`src/rtl/spi_target.sv`:
```
// SPI mode-3 target: pins are synchronised into the clk domain, then a two-state
// frame FSM drives byte-wide receive/transmit handshakes and frame status.
module spi_target #(
    parameter logic [7:0] TX_IDLE = 8'hff
) (
    input  logic       clk,
    input  logic       rst,
    input  logic       spi_cs_n,
    input  logic       spi_clk,
    input  logic       spi_di,
    output logic       spi_do,
    output logic       spi_do_oe,
    output logic [7:0] rx_dat,
    output logic       rx_vld,
    input  logic       rx_ack,
    output logic       rx_ovr,
    input  logic [7:0] tx_dat,
    input  logic       tx_we,
    output logic       tx_rdy,
    output logic       tx_und,
    input  logic       stat_clr,
    output logic       sel,
    output logic       frm_start,
    output logic       frm_end,
    output logic [9:0] frm_cnt
);

    typedef enum logic {IDLE = 1'b0, ACTIVE = 1'b1} state_t;

    state_t     state, state_nxt;
    logic       go_active, go_idle;
    logic       cs_p0, cs_p1, cs_p2;
    logic       ck_p0, ck_p1, ck_p2;
    logic       di_p0, di_p1, di_p2;
    logic       vld_p0, vld_p1;
    logic       armed;
    logic       cs_fall, cs_rise, ck_fall, ck_rise;
    logic [2:0] bit_cnt;
    logic [7:0] hold;
    logic [7:0] tx_sr;
    logic [6:0] rx_sr;
    logic [7:0] rx_byte;
    logic       act_fall, act_rise;

    // Stage p0/p1: two-flop synchronisers; p2: edge-detect register
    always_ff @(posedge clk) begin
        if (rst) begin
            cs_p0  <= 1'b1;
            cs_p1  <= 1'b1;
            cs_p2  <= 1'b1;
            ck_p0  <= 1'b1;
            ck_p1  <= 1'b1;
            ck_p2  <= 1'b1;
            vld_p0 <= 1'b0;
            vld_p1 <= 1'b0;
            armed  <= 1'b0;
        end else begin
            cs_p0  <= spi_cs_n;
            cs_p1  <= cs_p0;
            cs_p2  <= cs_p1;
            ck_p0  <= spi_clk;
            ck_p1  <= ck_p0;
            ck_p2  <= ck_p1;
            vld_p0 <= 1'b1;
            vld_p1 <= vld_p0;
            // A frame may only open once real pin data has shown cs_n high.
            armed  <= armed | (vld_p1 & cs_p1);
        end
    end

    always_ff @(posedge clk) begin
        di_p0 <= spi_di;
        di_p1 <= di_p0;
        di_p2 <= di_p1;
    end

    assign cs_fall  = armed & cs_p2 & ~cs_p1;
    assign cs_rise  = cs_p1 & ~cs_p2;
    assign ck_fall  = ck_p2 & ~ck_p1;
    assign ck_rise  = ck_p1 & ~ck_p2;
    assign act_fall = (state == ACTIVE) && ck_fall;
    assign act_rise = (state == ACTIVE) && ck_rise;
    assign rx_byte  = {rx_sr, di_p2};

    always_ff @(posedge clk) begin
        if (rst) state <= IDLE;
        else     state <= state_nxt;
    end

    always_comb begin
        state_nxt = state;
        go_active = 1'b0;
        go_idle   = 1'b0;
        case (state)
            IDLE: begin
                if (cs_fall) begin
                    state_nxt = ACTIVE;
                    go_active = 1'b1;
                end
            end
            ACTIVE: begin
                if (cs_rise) begin
                    state_nxt = IDLE;
                    go_idle   = 1'b1;
                end
            end
            default: state_nxt = IDLE;
        endcase
    end

    // Stage p3: control and status registers
    always_ff @(posedge clk) begin
        if (rst) begin
            rx_dat    <= 8'h00;
            rx_vld    <= 1'b0;
            rx_ovr    <= 1'b0;
            tx_rdy    <= 1'b1;
            tx_und    <= 1'b0;
            frm_start <= 1'b0;
            frm_end   <= 1'b0;
            frm_cnt   <= 10'd0;
            bit_cnt   <= 3'd0;
        end else begin
            frm_start <= go_active;
            frm_end   <= go_idle;
            if (stat_clr) begin
                rx_ovr <= 1'b0;
                tx_und <= 1'b0;
            end
            if (rx_ack && rx_vld) rx_vld <= 1'b0;
            if (tx_we && tx_rdy)  tx_rdy <= 1'b0;
            if (go_active) begin
                bit_cnt <= 3'd0;
                frm_cnt <= 10'd0;
            end
            if (act_fall && bit_cnt == 3'd0) begin
                if (!tx_rdy) tx_rdy <= 1'b1;
                else         tx_und <= 1'b1;
            end
            if (act_rise) begin
                bit_cnt <= bit_cnt + 3'd1;
                if (bit_cnt == 3'd7) begin
                    frm_cnt <= frm_cnt + 10'd1;
                    if (!rx_vld || rx_ack) begin
                        rx_dat <= rx_byte;
                        rx_vld <= 1'b1;
                    end else begin
                        rx_ovr <= 1'b1;
                    end
                end
            end
            // Closing the frame throws away any partially shifted byte.
            if (go_idle) bit_cnt <= 3'd0;
        end
    end

    always_ff @(posedge clk) begin
        if (tx_we && tx_rdy) hold <= tx_dat;
        if (act_fall) begin
            if (bit_cnt == 3'd0) tx_sr <= tx_rdy ? TX_IDLE : hold;
            else                 tx_sr <= {tx_sr[6:0], 1'b0};
        end
        if (act_rise) rx_sr <= rx_byte[6:0];
    end

    assign sel       = (state == ACTIVE);
    assign spi_do_oe = sel;
    assign spi_do    = sel ? tx_sr[7] : 1'b1;

endmodule

```
`config.mk`:
```
export PLATFORM = sky130hd
export DESIGN_NAME = spi_target
export DESIGN_NICKNAME = d
export VERILOG_FILES = /design/src/rtl/spi_target.sv
export SDC_FILE = /design/constraint.sdc
export NUM_CORES = 1
export LEC_CHECK = 0
export BUFFER_PORTS_ARGS = -buffer_cell sky130_fd_sc_hd__buf_2
export CORE_ASPECT_RATIO = 0.9
export CORE_MARGIN = 5
export CORE_UTILIZATION = 54
export DETAILED_ROUTE_END_ITERATION = 7
export GPL_TIMING_DRIVEN = 0
export PLACE_DENSITY = 0.76
export SYNTH_ARGS = -nofsm -noshare
export SYNTH_HDL_FRONTEND = slang
export SYNTH_SLANG_ARGS = --single-unit
```
`constraint.sdc`:
```
create_clock -name clk -period 2 [get_ports clk]
set_input_delay 0.3 -clock clk [delete_from_list [all_inputs] [get_ports clk]]
set_output_delay 0.3 -clock clk [all_outputs]
set_load 0.02 [all_outputs]
```
==> results of run 1 <==
placed cells by master, fill, tap and decap left out, drive strengths merged, types with 3 or more instances in the layout:
master   n
nand3   16
nor2b    5
or3      3
nor2     8
edfxtp  23
or4      3
or2      6
o311ai   3
ha       4
a21oi   20
clkbuf  23
buf     47
nand2   25
a311oi   3
dfxtp   40
inv      8
o21ai   19
logic make-up after synthesis:
family,count (synthesis),synth area share [%]
xor+xnor,1,0.3689
buf+inv,21,3.952
fa+ha+maj,4,2.108
compound gates,52,13.07
flops,63,62.80
simple gates,79,17.70
synthesized netlist by cell type, types with 2 or more instances:
| cell type | number | area (um2) |
|---|---|---|
| nand3b_1 | 2 | 15.01 |
| a311oi_1 | 2 | 17.52 |
| nand2b_1 | 2 | 12.51 |
| or3_1 | 3 | 18.77 |
| nor2b_1 | 5 | 31.28 |
| clkbuf_1 | 8 | 30.03 |
| or4_1 | 3 | 22.52 |
| nand3_1 | 16 | 80.08 |
| a21oi_1 | 20 | 100.1 |
| nor2_1 | 8 | 30.03 |
| or2_2 | 6 | 37.54 |
| edfxtp_1 | 23 | 690.7 |
| o21ai_0 | 19 | 95.09 |
| or2b_1 | 2 | 15.01 |
| o311ai_0 | 3 | 26.28 |
| inv_1 | 8 | 30.03 |
| ha_1 | 4 | 50.05 |
| buf_2 | 3 | 15.01 |
| nand4_1 | 2 | 12.51 |
| nand2_1 | 25 | 93.84 |
| dfxtp_1 | 40 | 800.8 |
registers in the layout, indices dropped and copies added (netlist names), 3 cells and up:
name     cells
bit_cnt      3
tx_sr        8
rx_sr        7
rx_dat       8
frm_cnt     10
hold         8
cell type report:
class | count | area [um2] | area share, %
plain buffers | 13 | 63.81 | 2.254
clock buffers | 15 | 166.4 | 5.877
clock inverters | 1 | 5.005 | 0.1768
repair buffers | 42 | 210.2 | 7.424
multi-input cells | 136 | 789.5 | 27.88
inverters | 8 | 30.03 | 1.061
flip-flops and latches | 63 | 1491 | 52.67
well taps | 60 | 75.07 | 2.651
per-layer routing:
| layer | track usage [%] | share of wire (%) | vias up |
|---|---|---|---|
| met5 | 0 | 0 | - |
| met4 | 7.129 | 1.4 | 0 |
| met3 | 7.037 | 6.1 | 7 |
| met2 | 27.11 | 48 | 45 |
| met1 | 21.82 | 45 | 829 |
| li1 | - | - | 897 |
worst max path at each step:
stage / depth (start not counted) / endpoint / slack, ns / from
floorplan: 6 / frm_cnt[7] / 0.48 / bit_cnt[0]
global placement: 6 / frm_cnt[7] / 0.31 / bit_cnt[0]
detailed placement: 6 / frm_cnt[7] / 0.32 / bit_cnt[0]
CTS: 6 / frm_cnt[7] / 0.27 / bit_cnt[0]
global route: 6 / frm_cnt[7] / 0.12 / bit_cnt[0]
finish: 6 / frm_cnt[7] / 0.26 / bit_cnt[0]
through the flow:
step	hold slack, ns	std cells	setup WS (ns)	area (um2)
finish	0.06702	338	0.2616	2831
global route	0.04843	338	0.1201	2831
CTS	0.04821	338	0.2704	2831
detailed placement	0.3275	322	0.3228	2660
global placement	0.3155	322	0.3110	2660
floorplan	0.3096	220	0.4826	2375
power by group:
group	internal (mW)	leakage, nW	switching, mW	total (mW)
sequential	1.35	0.536	0.00993	1.36
clock	0.518	0.0877	0.453	0.971
combinational	0.0282	0.476	0.0421	0.0703
==> flow_summary.yaml, run 1 <==
outcome:
  status: "finished clean"
sta:
  final_max_slew_viol_count: 0
  setup-violations-final: 0
  min_period_ns: 1.738
  tightest_slew_ns: 0.5364
  max_freq_mhz: 575.2
  finalCritPeriodShare_pct: 86.92
  tns_ns: 0
  finalHoldViolCount: 0
  relSlewSlack_pct: 64.24
  finClkSkew_ns: 0.009654
  rsz0062_at_grt: "no"
route:
  ant_nets: 0
  finalWirelength_um: 4746
  first_iter_violations: 112
  via_per_inst: 5.260
  wl_per_cell_um: 14.04
  drc: 0
  vias: 1778
  drt_pass1_iterations: 4
floorplanning:
  core_area_um2: 4156
  initial_core_util_pct: 57.13
  die-area_um2: 5826
  dieWidth_um: 79.90
  ios: 43
  dieHeight_um: 72.91
  rows: 22
run:
  max-cap-violations: 0
synth:
  syn-cell-area_um2: 2375
  synth_edf_count: 23
  synth-seq-cells: 63
  synth_nets: 240
  yosys_warnings: 0
  synthArstFlopShare_pct: 0
  syn_avg_cell_area_um2: 10.79
  netlist_instances: 220
  synth_cell_type_count: 37
  synth-seq-area-share_pct: 62.80
  ys.flop_type: "dfxtp_1"
worst_setup_path:
  end_kind: "register"
  critPathSlowestCell: "dfxtp_1"
  cpMostUsedCell: "ha_1"
  cp_cell_sequence: "ha_1 -> ha_1 -> nand4b_2 -> buf_6 -> o31a_1 -> a311oi_2"
  path_buf_inv: 1
  worst-setup-path-type: "reg -> reg"
  cp_max_fo: 10
  cp.arrival_ns: 1.99
  reg2regPathDepth: 6
  cp.required_ns: 2.25
  ff2ff_setup_slack_ns: 0.26
  cp_top_family: "compound AO/OA/AOI/OAI gates"
  r2r-end: "frm_cnt[7]"
  crit_path_max_incr_delay_ns: 0.37
  r2r-start: "bit_cnt[0]"
  crit_path_start_kind: "register"
layout:
  fillCellCount: 353
  nNetsFinal: 293
  final_core_util_pct: 68.12
  areaGrowthSynthToFinish_pct: 19.23
  drive_gt1_share_pct: 24.10
  antenna-diode-count: 0
clock_tree:
  cts.sinks: 63
  ctsHoldBuffers: 0
  clock_latency_ns: 0.34
  ctsResizeCount: 0
  root_buffer: "clkbuf_8"
  cts_tree: "done"
  clk_pin_slew_worst_paths_ns: 0.07
  clockBufferDepth: 2
  postCtsSetupRepairBufs: 0
  numCtsBuffers: 9
  ctsHtreeMaxLevel: 3
global_routing:
  grt_antenna_before_repair: 0
  grt_pass1_wl_um: 7665
  grt.total_usage_pct: 17.50
  grt_overflow: 0
  grt_pass1_vias: 1661
  grt_max_degree: 12
power:
  power.density_nw_per_um2: 848.9
  p_total_mw: 2.404
  p_leak_nw: 1.099
  vdd_ir_drop_max_v: 0.0005335
worst_hold_path:
  min_path_type: "in -> reg"
  holdPathStages: 1
  min_from: "spi_di"
  min_to: "di_p0"
placed_design:
  place.gp.congestion: 0.8413
  port_buffers: 42
  post-dp-hpwl_um: 3315
(Power assumes the default switching activity.)
==> run 2: changes to the inputs <==
--- a/config.mk
+++ b/config.mk
@@ -7,7 +7,7 @@
 export LEC_CHECK = 0
 export BUFFER_PORTS_ARGS = -buffer_cell sky130_fd_sc_hd__buf_2
 export CORE_ASPECT_RATIO = 0.9
-export CORE_MARGIN = 5
+export CORE_MARGIN = 2
 export CORE_UTILIZATION = 54
 export DETAILED_ROUTE_END_ITERATION = 7
 export GPL_TIMING_DRIVEN = 0
==> constraint.sdc (replaced) <==
create_clock -name clk -period 2 [get_ports clk]
set_input_delay 0.1 -clock clk [delete_from_list [all_inputs] [get_ports clk]]
set_output_delay 0.1 -clock clk [all_outputs]
set_load 0.02 [all_outputs]
==> flow_summary.yaml, run 2 (same netlist as run 1, synthesis figures left out) <==
layout:
  mostFrequentLayoutCells: "buf_2 (45), dfxtp_1 (40), nand2_1 (25)"
  largest_reg_flops: 10
  design_area_um2: 2932
  areaGrowthSynthToFinish_pct: 23.45
  drive_gt1_share_pct: 22.84
  fin_cells: 349
  multi_input_area_um2: 789.5
  fillCellCount: 312
  final_core_util_pct: 70.53
  layout_commonest_cell: "buf_2"
  nNetsFinal: 304
  final-seq-area_um2: 1491
  antenna-diode-count: 0
  regMostFlops: "frm_cnt"
worst_setup_path:
  ff2ff_setup_slack_ns: 0.25
  cp.depth: 6
  crit_path_start_kind: "register"
  cp_max_fo: 10
  cpMostUsedCell: "ha_1"
  worst-setup-path-type: "reg -> reg"
  end_kind: "register"
  r2r-start: "bit_cnt[0]"
  cp.required_ns: 2.24
  critPathLaunch: "bit_cnt[0]"
  critPathSlowestCell: "dfxtp_1"
  crit_path_max_incr_delay_ns: 0.36
  r2r-end: "frm_cnt[7]"
  crit_end: "frm_cnt[7]"
  reg2regPathDepth: 6
  cp_cell_sequence: "ha_1 -> ha_1 -> nand4b_2 -> buf_6 -> o31a_1 -> a311oi_2"
  cp.arrival_ns: 1.99
  cp_top_family: "compound AO/OA/AOI/OAI gates"
  path_buf_inv: 1
route:
  drt_pass1_iterations: 4
  ant_nets: 0
  vias: 1813
  via_per_inst: 5.195
  finalWirelength_um: 4499
  wl_per_cell_um: 12.89
  drc: 0
  first_iter_violations: 86
clock_tree:
  postCtsSetupRepairBufs: 0
  clockBufferDepth: 2
  root_buffer: "clkbuf_8"
  cts.sinks: 63
  ctsHtreeMaxLevel: 3
  numCtsBuffers: 9
  clock_latency_ns: 0.33
  clk_pin_slew_worst_paths_ns: 0.06
  cts_tree: "done"
  ctsResizeCount: 0
sta:
  min_period_ns: 1.750
  final_max_slew_viol_count: 0
  tns_ns: 0
  rsz0062_at_grt: "no"
  tightest_slew_ns: 0.5235
  timing.hold.ws_ns: 0.09947
  relSlewSlack_pct: 65.03
  finalCritPeriodShare_pct: 87.51
  max_freq_mhz: 571.4
  finClkSkew_ns: 0.009307
  setup-violations-final: 0
  worst_slack_ns: 0.2498
  finalHoldViolCount: 0
global_routing:
  grt.total_usage_pct: 20.16
  grt_pass1_wl_um: 7279
  grt_max_degree: 12
  grt_overflow: 0
  grt_antenna_before_repair: 0
  grt_pass1_vias: 1650
floorplanning:
  initial_core_util_pct: 57.13
  ios: 43
  core_area_um2: 4156
  dieHeight_um: 66.91
  dieWidth_um: 73.90
  die-area_um2: 4945
  rows: 22
placed_design:
  place_ws_ns: 0.2988
  place.gp.congestion: 0.8075
  place_area_um2: 2660
  placedCellCount: 322
  port_buffers: 42
  post-dp-hpwl_um: 3024
power:
  clkPwrFrac_pct: 38.7
  vdd_ir_drop_max_v: 0.0006185
  p_switching_mw: 0.4870
  p_leak_nw: 1.139
  power.density_nw_per_um2: 805.4
  p_total_mw: 2.361
  p_seq_share_pct: 57.7
  p_comb_share_pct: 3.6
  swShare_pct: 20.62
  intPower_mw: 1.874
worst_hold_path:
  min_from: "stat_clr"
  min_path_type: "in -> reg"
run:
  max-cap-violations: 0
outcome:
  status: "finished clean"
-- run 2: cell types whose count changed in the layout (fill, tap and decap cells not counted) --
cell	change
clkbuf_8	-1
clkinv_1	+1
dlygate4sd3_1	+11
-- run 2: how the worst min path moves through the flow --
stage                       endpoint  cells after the start
after global routing      frm_cnt[9]                      3
final                         tx_und                      4
after floorplan                di_p0                      0
after CTS                     tx_und                      4
after global placement         di_p0                      1
after detailed placement       di_p0                      1
-- run 2: per-layer routing --
metal / global-route usage, % / wire length, um
met2: 32.59 / 2161
met3: 7.262 / 193
met4: 7.500 / 8
met5: 0 / 0
met1: 24.61 / 2135
-- run 2: power groups by stage --
stage | combinational, mW | clock (mW) | sequential [mW]
final | 0.0860 | 0.913 | 1.36
after CTS | 0.0863 | 0.934 | 1.36
after global placement | 0.0680 | 0 | 1.39
after detailed placement | 0.0698 | 0 | 1.39
after floorplan | 0.0381 | 0 | 1.39
after global routing | 0.0957 | 0.993 | 1.36
-- run 2: tightest hold or removal path, delay by kind of cell --
kind            cells  cell delay [ns]
compound gates      1             0.06
buf+inv             2             0.17
simple gates        1             0.07
-- run 2: layout make-up --
class / instances / area share, %
inverters: 8 / 1.024
clock inverters: 2 / 0.2988
repair buffers: 53 / 10.93
well taps: 60 / 2.561
multi-input cells: 136 / 26.93
plain buffers: 13 / 2.177
flip-flops and latches: 63 / 50.87
clock buffers: 14 / 5.207
-- run 2: what timing repair did --
item | CTS | global route
hold buffers | 11 | 0
endpoints found under the hold margin | 11 | 0
endpoints found under the setup margin | 0 | 0
==> run 3: changes to the inputs <==
--- a/config.mk
+++ b/config.mk
@@ -8,10 +8,11 @@
 export BUFFER_PORTS_ARGS = -buffer_cell sky130_fd_sc_hd__buf_2
 export CORE_ASPECT_RATIO = 0.9
 export CORE_MARGIN = 2
-export CORE_UTILIZATION = 54
+export CORE_UTILIZATION = 57
+export CTS_BUF_LIST = sky130_fd_sc_hd__clkbuf_8
 export DETAILED_ROUTE_END_ITERATION = 7
 export GPL_TIMING_DRIVEN = 0
-export PLACE_DENSITY = 0.76
+export PLACE_DENSITY = 0.79
 export SYNTH_ARGS = -nofsm -noshare
 export SYNTH_HDL_FRONTEND = slang
 export SYNTH_SLANG_ARGS = --single-unit
==> flow_summary.yaml, run 3 (same netlist as run 1, synthesis figures left out) <==
route:
  drt_pass1_iterations: 4
  finalWirelength_um: 4789
  vias: 1869
  via_per_inst: 5.546
  drc: 0
  wl_per_cell_um: 14.21
  first_iter_violations: 78
  ant_nets: 0
worst_hold_path:
  min_path_type: "in -> reg"
  holdPathStages: 4
sta:
  finalHoldViolCount: 0
  setup-violations-final: 0
  final_max_slew_viol_count: 0
  rsz0062_at_grt: "no"
  min_period_ns: 1.737
  relSlewSlack_pct: 62.39
  max_freq_mhz: 575.7
  finalCritPeriodShare_pct: 86.85
  tightest_slew_ns: 0.5630
  tns_ns: 0
  finClkSkew_ns: 0.006354
power:
  power.density_nw_per_um2: 822.0
  p_leak_nw: 1.149
  vdd_ir_drop_max_v: 0.0005317
clock_tree:
  ctsHtreeMaxLevel: 3
  clockBufferDepth: 2
  numCtsBuffers: 9
  clk_pin_slew_worst_paths_ns: 0.06
  ctsResizeCount: 0
  postCtsSetupRepairBufs: 0
  root_buffer: "clkbuf_8"
  cts.sinks: 63
  cts_tree: "done"
  clock_latency_ns: 0.34
worst_setup_path:
  cp.required_ns: 2.26
  cp.arrival_ns: 2.00
  cp_top_family: "adder cells"
  cp.depth: 6
  worst-setup-path-type: "reg -> reg"
  crit_path_start_kind: "register"
  reg2regPathDepth: 6
  cpMostUsedCell: "ha_1"
  critPathSlowestCell: "clkbuf_1"
  end_kind: "register"
  cp_max_fo: 10
  path_buf_inv: 1
  crit_path_max_incr_delay_ns: 0.38
  cp_cell_sequence: "ha_1 -> ha_1 -> nand4b_2 -> clkbuf_1 -> o21ai_0 -> a21oi_1"
layout:
  antenna-diode-count: 0
  mostFrequentLayoutCells: "buf_2 (45), dfxtp_1 (40), nand2_1 (25)"
  largest_reg_flops: 10
  nNetsFinal: 304
  areaGrowthSynthToFinish_pct: 23.39
  fillCellCount: 297
  design_area_um2: 2930
  drive_gt1_share_pct: 23.53
  regMostFlops: "frm_cnt"
  layout_commonest_cell: "buf_2"
  fin_cells: 337
placed_design:
  port_buffers: 42
  place_area_um2: 2645
  placedCellCount: 310
  post-dp-hpwl_um: 3107
  place.gp.congestion: 0.8029
floorplanning:
  rows: 22
  ios: 43
  initial_core_util_pct: 58.69
  core_area_um2: 4046
  die-area_um2: 4700
  dieWidth_um: 72.04
  dieHeight_um: 65.24
global_routing:
  grt_pass1_vias: 1713
  grt.total_usage_pct: 22.66
  grt_antenna_before_repair: 0
  grt_overflow: 0
  grt_pass1_wl_um: 7824
  grt_max_degree: 12
outcome:
  status: "finished clean"
run:
  max-cap-violations: 0
## run 3: layout make-up
class	instances	area (um2)	area share, %
clock inverters	5	23.77	0.8113
multi-input cells	136	789.5	26.94
flip-flops and latches	63	1491	50.90
clock buffers	11	151.4	5.167
repair buffers	53	320.3	10.93
plain buffers	13	63.81	2.178
inverters	8	30.03	1.025
well taps	48	60.06	2.050
## run 3: metal layers
layer	track usage [%]	wire length, um	vias to the layer above
met5	0	0	-
met4	12.03	70	0
li1	-	-	918
met2	37.62	2344	52
met3	8.436	271	11
met1	25.35	2102	888
## run 3: where the power goes
part           total (mW)  switching, mW  internal [mW]
sequential           1.36         0.0100           1.35
clock               0.959          0.458          0.501
combinational      0.0874         0.0451         0.0422
## run 3: through the flow
stage                     hold slack [ns]  total power [mW]  util, %  worst slack [ns]
final                              0.1041             2.409    72.42            0.2631
after global routing               0.1209             2.494    72.42            0.1408
after CTS                         0.09227             2.427    72.42            0.2828
after detailed placement           0.2045             1.461    65.37            0.3088
after global placement             0.2034             1.458    65.37            0.3204
after floorplan                    0.1277             1.429        -            0.4826
## run 3: final timing paths
kind / from / endpoint / slack [ns]
worst max-delay path: bit_cnt[0] / rx_dat[1] / 0.26
worst max register to register: bit_cnt[0] / rx_dat[1] / 0.26
worst min register to register: di_p0 / di_p1 / 0.33
worst min-delay path: stat_clr / tx_und / 0.10
## run 3: what timing repair did
item                                   in CTS  in global routing
endpoints found under the hold margin      11                  0
hold buffers                               11                  0
setup endpoints to repair                   0                  0
## run 3: worst register-to-register path: stages, from the launching register on
cell	delay, ns
dfxtp_1	0.33
ha_1	0.20
ha_1	0.21
nand4b_2	0.16
clkbuf_1	0.38
o21ai_0	0.20
a21oi_1	0.18
